$ cat src/rtl/aes_rkey_store.sv
// aes_rkey_store: drives the AES-128 key expander through one full schedule
// after a start pulse, captures the NR+1 round keys into a local register
// file, and serves any round key by index with one cycle of read latency.
// Optional macro AES_RKEY_ZEROIZE_EN adds a zeroize input that wipes the
// stored keys and the read register, and adds async clearing of storage.
module aes_rkey_store #(
  parameter int NR    = 10,
  parameter int IDX_W = 4
) (
  input  logic             clk,
  input  logic             rst_n,
`ifdef AES_RKEY_ZEROIZE_EN
  input  logic             zeroize,
`endif
  input  logic             start,
  output logic             kx_kld,
  output logic             kx_enable,
  input  logic [31:0]      kx_rkey0,
  input  logic [31:0]      kx_rkey1,
  input  logic [31:0]      kx_rkey2,
  input  logic [31:0]      kx_rkey3,
  output logic             busy,
  output logic             key_ready,
  input  logic [IDX_W-1:0] rd_idx,
  output logic [127:0]     rd_data
);

  typedef enum logic [1:0] {
    IDLE,
    LOAD,
    EXPAND,
    DONE
  } state_e;

  localparam logic [IDX_W-1:0] LAST_IDX = IDX_W'(NR);

  state_e           state_q;
  logic [IDX_W-1:0] cnt_q;
  logic             busy_q;
  logic             ready_q;
  logic [127:0]     rd_data_q;
  logic [127:0]     mem_q [NR+1];
  logic             zero_w;
  logic             last_w;

`ifdef AES_RKEY_ZEROIZE_EN
  assign zero_w = zeroize;
`else
  assign zero_w = 1'b0;
`endif

  assign last_w    = (cnt_q == LAST_IDX);
  assign kx_kld    = (state_q == LOAD) && !zero_w;
  assign kx_enable = (state_q == EXPAND) && !last_w && !zero_w;
  assign busy      = busy_q;
  assign key_ready = ready_q;
  assign rd_data   = rd_data_q;

  // Sequencing FSM: load the expander, step it NR times, then hold DONE.
  always_ff @(posedge clk or negedge rst_n) begin
    if (!rst_n) begin
      state_q <= IDLE;
      cnt_q   <= '0;
      busy_q  <= 1'b0;
      ready_q <= 1'b0;
    end else if (zero_w) begin
      state_q <= IDLE;
      cnt_q   <= '0;
      busy_q  <= 1'b0;
      ready_q <= 1'b0;
    end else begin
      case (state_q)
        IDLE: begin
          if (start) begin
            state_q <= LOAD;
            busy_q  <= 1'b1;
          end
        end
        LOAD: begin
          cnt_q   <= '0;
          state_q <= EXPAND;
        end
        EXPAND: begin
          if (last_w) begin
            state_q <= DONE;
            busy_q  <= 1'b0;
            ready_q <= 1'b1;
          end else begin
            cnt_q <= cnt_q + 1'b1;
          end
        end
        DONE: begin
          if (start) begin
            state_q <= LOAD;
            busy_q  <= 1'b1;
            ready_q <= 1'b0;
          end
        end
        default: state_q <= IDLE;
      endcase
    end
  end

`ifdef AES_RKEY_ZEROIZE_EN
  // Round-key storage; wiped by reset or zeroize, otherwise filled during EXPAND.
  always_ff @(posedge clk or negedge rst_n) begin
    if (!rst_n) begin
      for (int i = 0; i <= NR; i++) mem_q[i] <= '0;
    end else if (zero_w) begin
      for (int i = 0; i <= NR; i++) mem_q[i] <= '0;
    end else if (state_q == EXPAND) begin
      mem_q[cnt_q] <= {kx_rkey0, kx_rkey1, kx_rkey2, kx_rkey3};
    end
  end
`else
  // Round-key storage; slot cnt takes the expander output each EXPAND cycle.
  always_ff @(posedge clk) begin
    if (state_q == EXPAND) begin
      mem_q[cnt_q] <= {kx_rkey0, kx_rkey1, kx_rkey2, kx_rkey3};
    end
  end
`endif

  // Registered read port; indices past the last round key read as zero.
  always_ff @(posedge clk or negedge rst_n) begin
    if (!rst_n) begin
      rd_data_q <= '0;
    end else if (zero_w) begin
      rd_data_q <= '0;
    end else if (rd_idx > LAST_IDX) begin
      rd_data_q <= '0;
    end else begin
      rd_data_q <= mem_q[rd_idx];
    end
  end

endmodule

$ cat config.mk
export PLATFORM = sky130hd
export DESIGN_NAME = aes_rkey_store
export DESIGN_NICKNAME = d
export VERILOG_FILES = /design/src/rtl/aes_rkey_store.sv
export SDC_FILE = /design/constraint.sdc
export NUM_CORES = 1
export LEC_CHECK = 0
export CORE_MARGIN = 2
export CORE_UTILIZATION = 50
export DETAILED_ROUTE_END_ITERATION = 6
export DONT_BUFFER_PORTS = 1
export PLACE_DENSITY = 0.68
export SETUP_SLACK_MARGIN = 0.3
export SLEW_MARGIN = 10
export SYNTH_ARGS = -nofsm -noshare
export SYNTH_HDL_FRONTEND = slang
export SYNTH_SLANG_ARGS = --single-unit
$ cat constraint.sdc
create_clock -name clk -period 13.28 [get_ports clk]
set_input_delay 1.992 -clock clk [delete_from_list [all_inputs] [get_ports clk]]
set_output_delay 1.992 -clock clk [all_outputs]
set_load 0.01 [all_outputs]
# Word level (Yosys, flattened, before mapping)
# Memories as Yosys holds them, arrays and structs flattened.
# Cells that the tools add are included.
[classes]
add_sub_neg = 1
mul = 0
div = 0
magnitude_cmp = 1
n_eq_ne = 8
n_shift = 0
mux = 14
bitwise_logic = 0
reduce_logical = 11
[op_table]
columns = ["op", "count"]
rows = [
  ["$mux W128", 1],
  ["$pmux W4 S2", 1],
  ["$mux W1", 6],
  ["$ne A2 B2 Y1 const B", 3],
  ["$pmux W2 S3", 1],
  ["$reduce_and A3 Y1", 2],
  ["$reduce_bool A2 Y1", 3],
  ["$add A4 B1 Y4 const B", 1],
  ["$eq A2 B2 Y1 const B", 2],
  ["$eq A4 B4 Y1 const B", 1],
  ["$gt A4 B4 Y1 const B", 1],
  ["$mux W2", 2],
  ["$mux W4", 1],
  ["$pmux W1 S2", 2],
  ["$reduce_and A2 Y1", 2],
  ["$eq A2 B1 Y1 const B", 1],
  ["$logic_not A2 Y1", 1],
  ["$ne A2 B1 Y1 const B", 1],
  ["$reduce_or A2 Y1", 1],
  ["$logic_and A1 B1 Y1", 1],
  ["$logic_not A1 Y1", 1],
]
[word_totals]
register_bits = 136
latch_bits = 0
ram_bits = 1408
rom_bits = 0
input_bits = 135
memories = 1
[mem_list]
columns = ["memory", "words", "width", "read_ports", "rd_ports_with_merged_regs", "wr", "line", "rtl"]
rows = [
  ["mem_q", 11, 128, 1, 0, 1, "42", "logic [127:0] mem_q [NR+1];"],
]

# Logic depth before layout (Yosys ltp)
# Gate-level depths: netlist (run 1).
[depth]
word_depth = 4
mapped_depth = 8
mapped_depth_nobuf = 5

# Worst setup path before layout (run 1)
# No wires, ideal clock.
[synth_timing]
path_kind = "reg-to-reg"
startpoint = "register state_q[0]"
endpoint = "memory mem_q[3][0] (enable)"
setup_time_ns = 0.929
t_arrival_ns = 13.236
slack_ns = -0.885
stages_incl_launch_ff = 6
path_buffers = 1
cell_sequence = "dfrtp_1 > inv_1 > ha_1 > clkbuf_1 > clkinv_1 > nor4_1"
[synth_via]
elab_chain_cells = 3
[synth_lines]
columns = ["element", "line", "rtl"]
rows = [
  ["start, declared", "37", "state_e state_q;"],
  ["start signal, assigned", "62", "state_q <= IDLE;"],
  ["start signal, assigned", "67", "state_q <= IDLE;"],
  ["start signal, assigned", "75", "state_q <= LOAD;"],
  ["$eq A2 B2 Y1", "118", "if (state_q == EXPAND) begin"],
  ["$mux W1", "118", ""],
  ["$mux W1 (implied by the code)", "119", "mem_q[cnt_q] <= {kx_rkey0, kx_rkey1, kx_rkey2, kx_rkey3};"],
  ["end, declared", "42", ""],
]
# Every way passes these cells.

# Worst setup path after layout (run 1)
[layout_timing]
startpoint = "input port rd_idx[0]"
endpoint = "register rd_data_q[106], in the netlist rd_data[106]"
[layout_via]
elab_chain_cells = 2
elab_cells_between_ends = 3
classes_between = "order compare (1); mux (1); memory (1)"
[layout_lines]
columns = ["element", "line", "rtl"]
rows = [
  ["start, declared", "24", "input logic [IDX_W-1:0] rd_idx,"],
  ["$mem_v2 Z11 W128 / $gt A4 B4 Y1 (equally long branches)", "n/a", ""],
  ["$mux W128 *", "130", "end else if (rd_idx > LAST_IDX) begin"],
  ["end signal, assigned", "133", "rd_data_q <= mem_q[rd_idx];"],
  ["end, declared", "41", "logic [127:0] rd_data_q;"],
]
# Every way passes the cells marked *; elsewhere a longest branch is shown, timed or not.
# A chain may end at the register's enable or synchronous reset.

==> results of run 1 <==
==> critical path, stage by stage <==
cell	delay, ns
mux4_2	2.03
nand2b_1	0.21
a22o_1	0.19
==> final cells by class <==
type / count / area (um2)
fill: 8480 / 50900
sequential: 1544 / 45700
multi-input combinational: 1130 / 11800
clock buffer: 218 / 4430
tap: 1524 / 1910
clock inverter: 67 / 982
timing repair buffer: 37 / 290
inverter: 7 / 26.3
antenna: 2 / 5.00
==> logic make-up (layout without fill, tap and decap cells) <==
group	count (synthesis)	in the layout
AOI/OAI and AO/OA	315	315
xor gates and xnor gates	2	2
adders and majority gates	7	7
buffers and inverters	180	329
DFF	1544	1544
muxes	598	598
other	0	2
and+or+nand+nor	208	208
==> cells in the mapped netlist, types with 8 or more instances <==
library cell,n
mux4_2,128
buf_2,30
mux2_2,243
nor2_1,8
a22o_1,47
edfxtp_1,1408
dfrtp_1,136
clkbuf_1,90
buf_6,15
mux2i_1,227
nand2b_1,130
o21ai_0,49
nand2_1,54
buf_4,30
a221oi_1,209
==> per-stage QoR <==
stage	hold WS [ns]	cells
2_1_floorplan	0.525	2854
3_3_place_gp	0.550	4242
3_5_place_dp	0.576	4242
4_1_cts	0.583	4527
5_1_grt	0.608	4527
6_report	0.582	4529
==> sequential cells by signal (all words and copies together) (netlist names) <==
register and cells:
mem_q 1408, rd_data 128, cnt_q 4, state_q 2, busy 1, key_ready 1
==> layer usage <==
layer,share of wire (%),track usage (%),wire length (um),up-vias
li1,-,-,-,11717
met1,39,27.3,50700,14675
met2,50,36.0,64100,934
met3,8.5,6.41,10900,228
met4,2.2,6.46,2790,0
met5,0,0,0,-
==> power groups by stage <==
stage,sequential (mW),combinational [mW],clock [mW]
detailed placement,5.79,0.517,0
CTS,5.69,0.518,4.65
finish,5.68,0.533,4.57
global placement,5.77,0.501,0
floorplan,5.79,0.426,0
global route,5.70,0.554,4.84
==> worst max path at each step <==
| stage | start | endpoint | slack (ns) | cells past startpoint |
|---|---|---|---|---|
| 6_report | rd_idx[0] | rd_data[106] | 7.43 | 3 |
| 5_1_grt | cnt_q[0] | kx_enable | 8.83 | 4 |
| 4_1_cts | cnt_q[0] | kx_enable | 8.97 | 4 |
| 3_5_place_dp | rd_idx[1] | rd_data[5] | 8.72 | 4 |
| 3_3_place_gp | rd_idx[1] | rd_data[35] | 8.80 | 4 |
| 2_1_floorplan | state_q[0] | mem_q[1][0] | 2.90 | 5 |
==> impl_metrics.csv, run 1 <==
group,metric,value,unit
routing,drt_pass1_iterations,5,
clocking,cts_sinks,1544,
floorplanning,ios,267,
clocking,clockBufferDepth,3,
layout,mostFrequentLayoutCells,"edfxtp_1 (1408), mux2_2 (243), mux2i_1 (227)",
placed_design,place_ws,8.72,ns
power,p_sw,2.20,mW
setup_path,timing.rr.start,"state_q[0]",
layout,drive_above_1_share,22.1,%
routing,post_drt_wl_per_cell,28.4,um
global_routing,grt_max_degree,514,
routing,vias,27554,
setup_path,crit_path_end_kind,"flip-flop",
setup_path,crit_type,"in2reg",
run_status,outcome,"complete, but fails checks",
synth,synth-main-ff-cell,"edfxtp_1",
routing,vias_per_cell,6.08,
clocking,post_cts_resized,0,
floorplanning,die_area,120000,um2
setup_path,start_kind,"input port",
timing,setup-tns-final,0,ns
synth,synthDistinctLibCells,34,
timing,slew_violations,368,
floorplanning,die_x,346,um
clocking,cts_setup_buffers,0,
setup_path,rrSetupSlack,9.50,ns
layout,design_area,65100,um2
timing,tightest_slew,4.38,ns
floorplanning,die_y,346,um
power,power.share.combinational,4.9,%
floorplanning,start_util,50.3,%
synth,async_flop_share,8.81,%
hold_path,hold_depth,3,
clocking,cts_tree,"yes",
setup_path,cp.required,13.90,ns
clocking,cts_root_buf,"clkbuf_16",
timing,fmax,171,MHz
clocking,h-tree-depth,4,
global_routing,antenna_found_initial,1,
layout,fin_nets,3016,
clocking,cts_made_buffers,154,
power,finalPower,10.8,mW
synth,syn_area,58400,um2
synth,ys_seq_area_share,78.2,%
flow_run,drv_cap,0,
clocking,path_clk_slew,0.06,ns
synth,synth_xor_area_share,0.0300,%
synth,syn_inst,2854,
power,swShare,20.4,%
timing,report.final.hold_viol_count,0,
power,seqPwrFrac,52.7,%
clocking,cts_hold_buf,0,
placed_design,dpl.hpwl,61900,um
synth,synth_mux_area_share,13.5,%
routing,dr.first_iter.drc_count,2440,
timing,clock_skew,0.0235,ns
setup_path,critPathMaxFanout,513,
power,leakage,21.6,nW
timing,setup_ws,7.43,ns
layout,mostFrequentLayoutCell,"edfxtp_1",
layout,final_core_util,56.1,%
synth,synth_compound_area_share,4.36,%
power,peakVddDrop,0.119,mV
timing,relSlewSlack,-192,%
global_routing,first_global_vias,28983,
synth,synth_area_leaders,"edfxtp_1 (72%), dfrtp_1 (5.8%), mux4_2 (4.9%), mux2_2 (4.7%), mux2i_1 (3.9%)",
run_status,violations,"max-slew violations",
setup_path,r2r_cells,7,
timing,period_needed,5.85,ns
power,p_clk_share,42.4,%
global_routing,grt_remaining_overflow,0,
timing,rsz0062_at_grt,"false",
power,intPower,8.58,mW
power,pwr_density_cell,166,nW/um2
synth,synth-seq-cells,1544,
synth,synth-edff-count,1408,
synth,yosysTopAreaCellShare,72.4,%
synth,synth_top_family_by_area,"multiplexers",
routing,finalWirelength,129000,um
setup_path,r2r_end,"mem_q[6][110]",
synth,ys_warn_count,0,
synth,postSynthAreaPerCell,20.5,um2
synth,synth-adder-area-share,0.150,%
placed_design,placed_cell_area,59700,um2
setup_path,critical_path_arrival,6.47,ns
timing,final.period_utilization,44.0,%
global_routing,grt_pass1_wl,190000,um
floorplanning,rows,125,
synth,synth_simple_gate_area_share,1.96,%
floorplanning,core-area,116000,um2
synth,synth_top_cell_by_area,"edfxtp_1",
synth,syn_nets,2996,
hold_path,hold_end,"rd_data[87]",
hold_path,min_from,"mem_q[10][87]",
layout,area_delta_synth_final,11.5,%
hold_path,hold_path.class,"reg2reg",
routing,antenna_left,0,
clocking,clock_latency,0.75,ns
placed_design,io_buffers,0,
global_routing,grt_usage,21.6,%
routing,drc_errors,0,
placed_design,gp_congestion,0.738,
timing,report.final.setup_viol,0,
Power figures use the tool's default switching activity.
==> run 2, diff against run 1 <==
--- a/config.mk
+++ b/config.mk
@@ -9,7 +9,6 @@
 export CORE_UTILIZATION = 50
 export DETAILED_ROUTE_END_ITERATION = 6
 export DONT_BUFFER_PORTS = 1
-export PLACE_DENSITY = 0.68
 export SETUP_SLACK_MARGIN = 0.3
 export SLEW_MARGIN = 10
 export SYNTH_ARGS = -nofsm -noshare
==> constraint.sdc (replaced) <==
create_clock -name clk -period 5.9 [get_ports clk]
set_input_delay 0.885 -clock clk [delete_from_list [all_inputs] [get_ports clk]]
set_output_delay 0.885 -clock clk [all_outputs]
set_load 0.01 [all_outputs]
==> run 2 against run 1 <==
Against the previous run:
- the flow still finishes with violations (max-slew violations)
- first-iteration DRC count shrank 20%
- combinational power grew 130%
- setup slack lost 5.7 ns
- register-to-register slack lost 6.7 ns
- sequential share of layout area grew 0.28 points
- wire length grew 0.48%
- via count shrank 1.2%
- global-route usage grew 0.15 points
- die area is the same
- worst hold slack lost 0.38 ns
==> impl_metrics.csv, run 2 (same netlist as run 1, synthesis figures left out) <==
group,metric,value,unit
clocking,cts_made_buffers,157,
clocking,cts_sinks,1544,
layout,multi_input_area,11800,um2
clocking,clock_latency,0.75,ns
routing,vias_per_cell,6.01,
layout,final_core_util,55.9,%
power,peakVddDrop,0.283,mV
power,pwr_density_cell,363,nW/um2
layout,area_delta_synth_final,11.1,%
placed_design,place_ws,2.78,ns
routing,finalWirelength,129000,um
global_routing,grt_remaining_overflow,0,
setup_path,crit_buf_inv,0,
setup_path,start_kind,"input port",
layout,design_area,64900,um2
timing,setup_ws,1.69,ns
routing,drt_pass1_iterations,5,
timing,final.period_utilization,71.4,%
timing,period_needed,4.21,ns
floorplanning,die_x,346,um
timing,report.final.hold_viol_count,0,
timing,report.final.setup_viol,0,
routing,dr.first_iter.drc_count,1961,
run_status,outcome,"complete, but fails checks",
layout,n_antenna_cell,0,
floorplanning,rows,125,
setup_path,crit_slowest_cell,"a21oi_1",
global_routing,first_global_vias,28878,
timing,tightest_slew,3.56,ns
timing,rsz0062_at_grt,"false",
clocking,cts_root_buf,"clkbuf_16",
setup_path,cpPeakStageDelay,1.22,ns
global_routing,grt_max_degree,514,
power,leakage,21.4,nW
layout,largest_reg_flops,1408,
power,finalPower,23.5,mW
floorplanning,die_y,346,um
layout,register_area,45700,um2
clocking,cts_tree,"yes",
clocking,h-tree-depth,4,
setup_path,crit_family,"compound AO/OA/AOI/OAI gates",
routing,vias,27229,
setup_path,critPathMaxFanout,513,
timing,fmax,237,MHz
run_status,violations,"max-slew violations",
layout,fillers,8670,
layout,largest_register,"mem_q",
layout,fin_nets,3015,
setup_path,crit_type,"in2reg",
routing,antenna_left,0,
timing,slew_violations,368,
routing,drc_errors,0,
floorplanning,start_util,50.3,%
placed_design,dpl.hpwl,60500,um
floorplanning,die_area,120000,um2
hold_path,hold_path.class,"in2async",
timing,clock_skew,0.0246,ns
setup_path,crit_chain,"a21oi_1 -> and2_4 -> a22o_1",
layout,drive_above_1_share,21.1,%
clocking,post_cts_resized,0,
setup_path,crit_path_end_kind,"flip-flop",
layout,mostFrequentLayoutCell,"edfxtp_1",
setup_path,critical_path_arrival,4.88,ns
global_routing,grt_pass1_wl,191000,um
clocking,cts_hold_buf,1,
clocking,cts_setup_buffers,0,
routing,post_drt_wl_per_cell,28.5,um
clocking,clockBufferDepth,3,
flow_run,drv_cap,0,
floorplanning,ios,267,
timing,relSlewSlack,-137,%
placed_design,gp_congestion,0.730,
layout,mostFrequentLayoutCells,"edfxtp_1 (1408), mux2_2 (243), mux2i_1 (227)",
global_routing,grt_usage,21.7,%
placed_design,placed_cell_area,59800,um2
clocking,path_clk_slew,0.06,ns
floorplanning,core-area,116000,um2
global_routing,antenna_found_initial,0,
placed_design,io_buffers,0,
setup_path,cp.required,6.57,ns
run 2: layout make-up:
type / count / area share [%]
Clock inverter: 59 / 0.849
Tap cell: 1524 / 2.94
Multi-Input combinational cell: 1130 / 18.2
Timing Repair Buffer: 33 / 0.683
Sequential cell: 1544 / 70.4
Inverter: 7 / 0.0424
Clock buffer: 230 / 6.84
run 2: where the power goes:
group / switching, mW / internal (mW)
combinational: 0.713 / 0.524
sequential: 0.244 / 12.5
clock: 3.92 / 5.61
total: 4.88 / 18.7
run 2: worst reg2reg max path, delay by kind of cell (launching register included):
kind / cells / cell delay [ns]
fa+ha+maj: 1 / 0.39
buf+inv: 3 / 1.05
simple gates: 2 / 0.82
flops: 1 / 0.40
run 2: path summary, 6_finish.rpt:
kind                                  end  slack [ns]  depth (start not counted)           from
min in group clk           mem_q[10][103]        0.22                          0    kx_rkey0[7]
max in group asynchronous     rd_data[65]        4.93                          1          rst_n
setup / recovery              rd_data[26]        1.69                          3      rd_idx[0]
hold / removal               rd_data[103]        0.21                          1          rst_n
setup reg to reg            mem_q[6][115]        2.77                          6     state_q[0]
hold reg to reg               rd_data[72]        0.57                          3  mem_q[10][72]
run 2: routing by layer:
metal,track usage (%),routed length (um),vias up
li1,-,-,11707
met1,27.4,51600,14532
met2,36.4,64500,791
met3,6.42,10000,199
met4,6.50,2980,0
met5,0,0,-
run 2: metrics by stage:
step	setup TNS, ns	instances	hold WS, ns
5_1_grt	0	4527	0.182
6_report	0	4527	0.206
3_5_place_dp	0	4237	0.575
4_1_cts	0	4527	0.168
2_1_floorplan	-588.10	2854	0.525
3_3_place_gp	0	4237	0.567
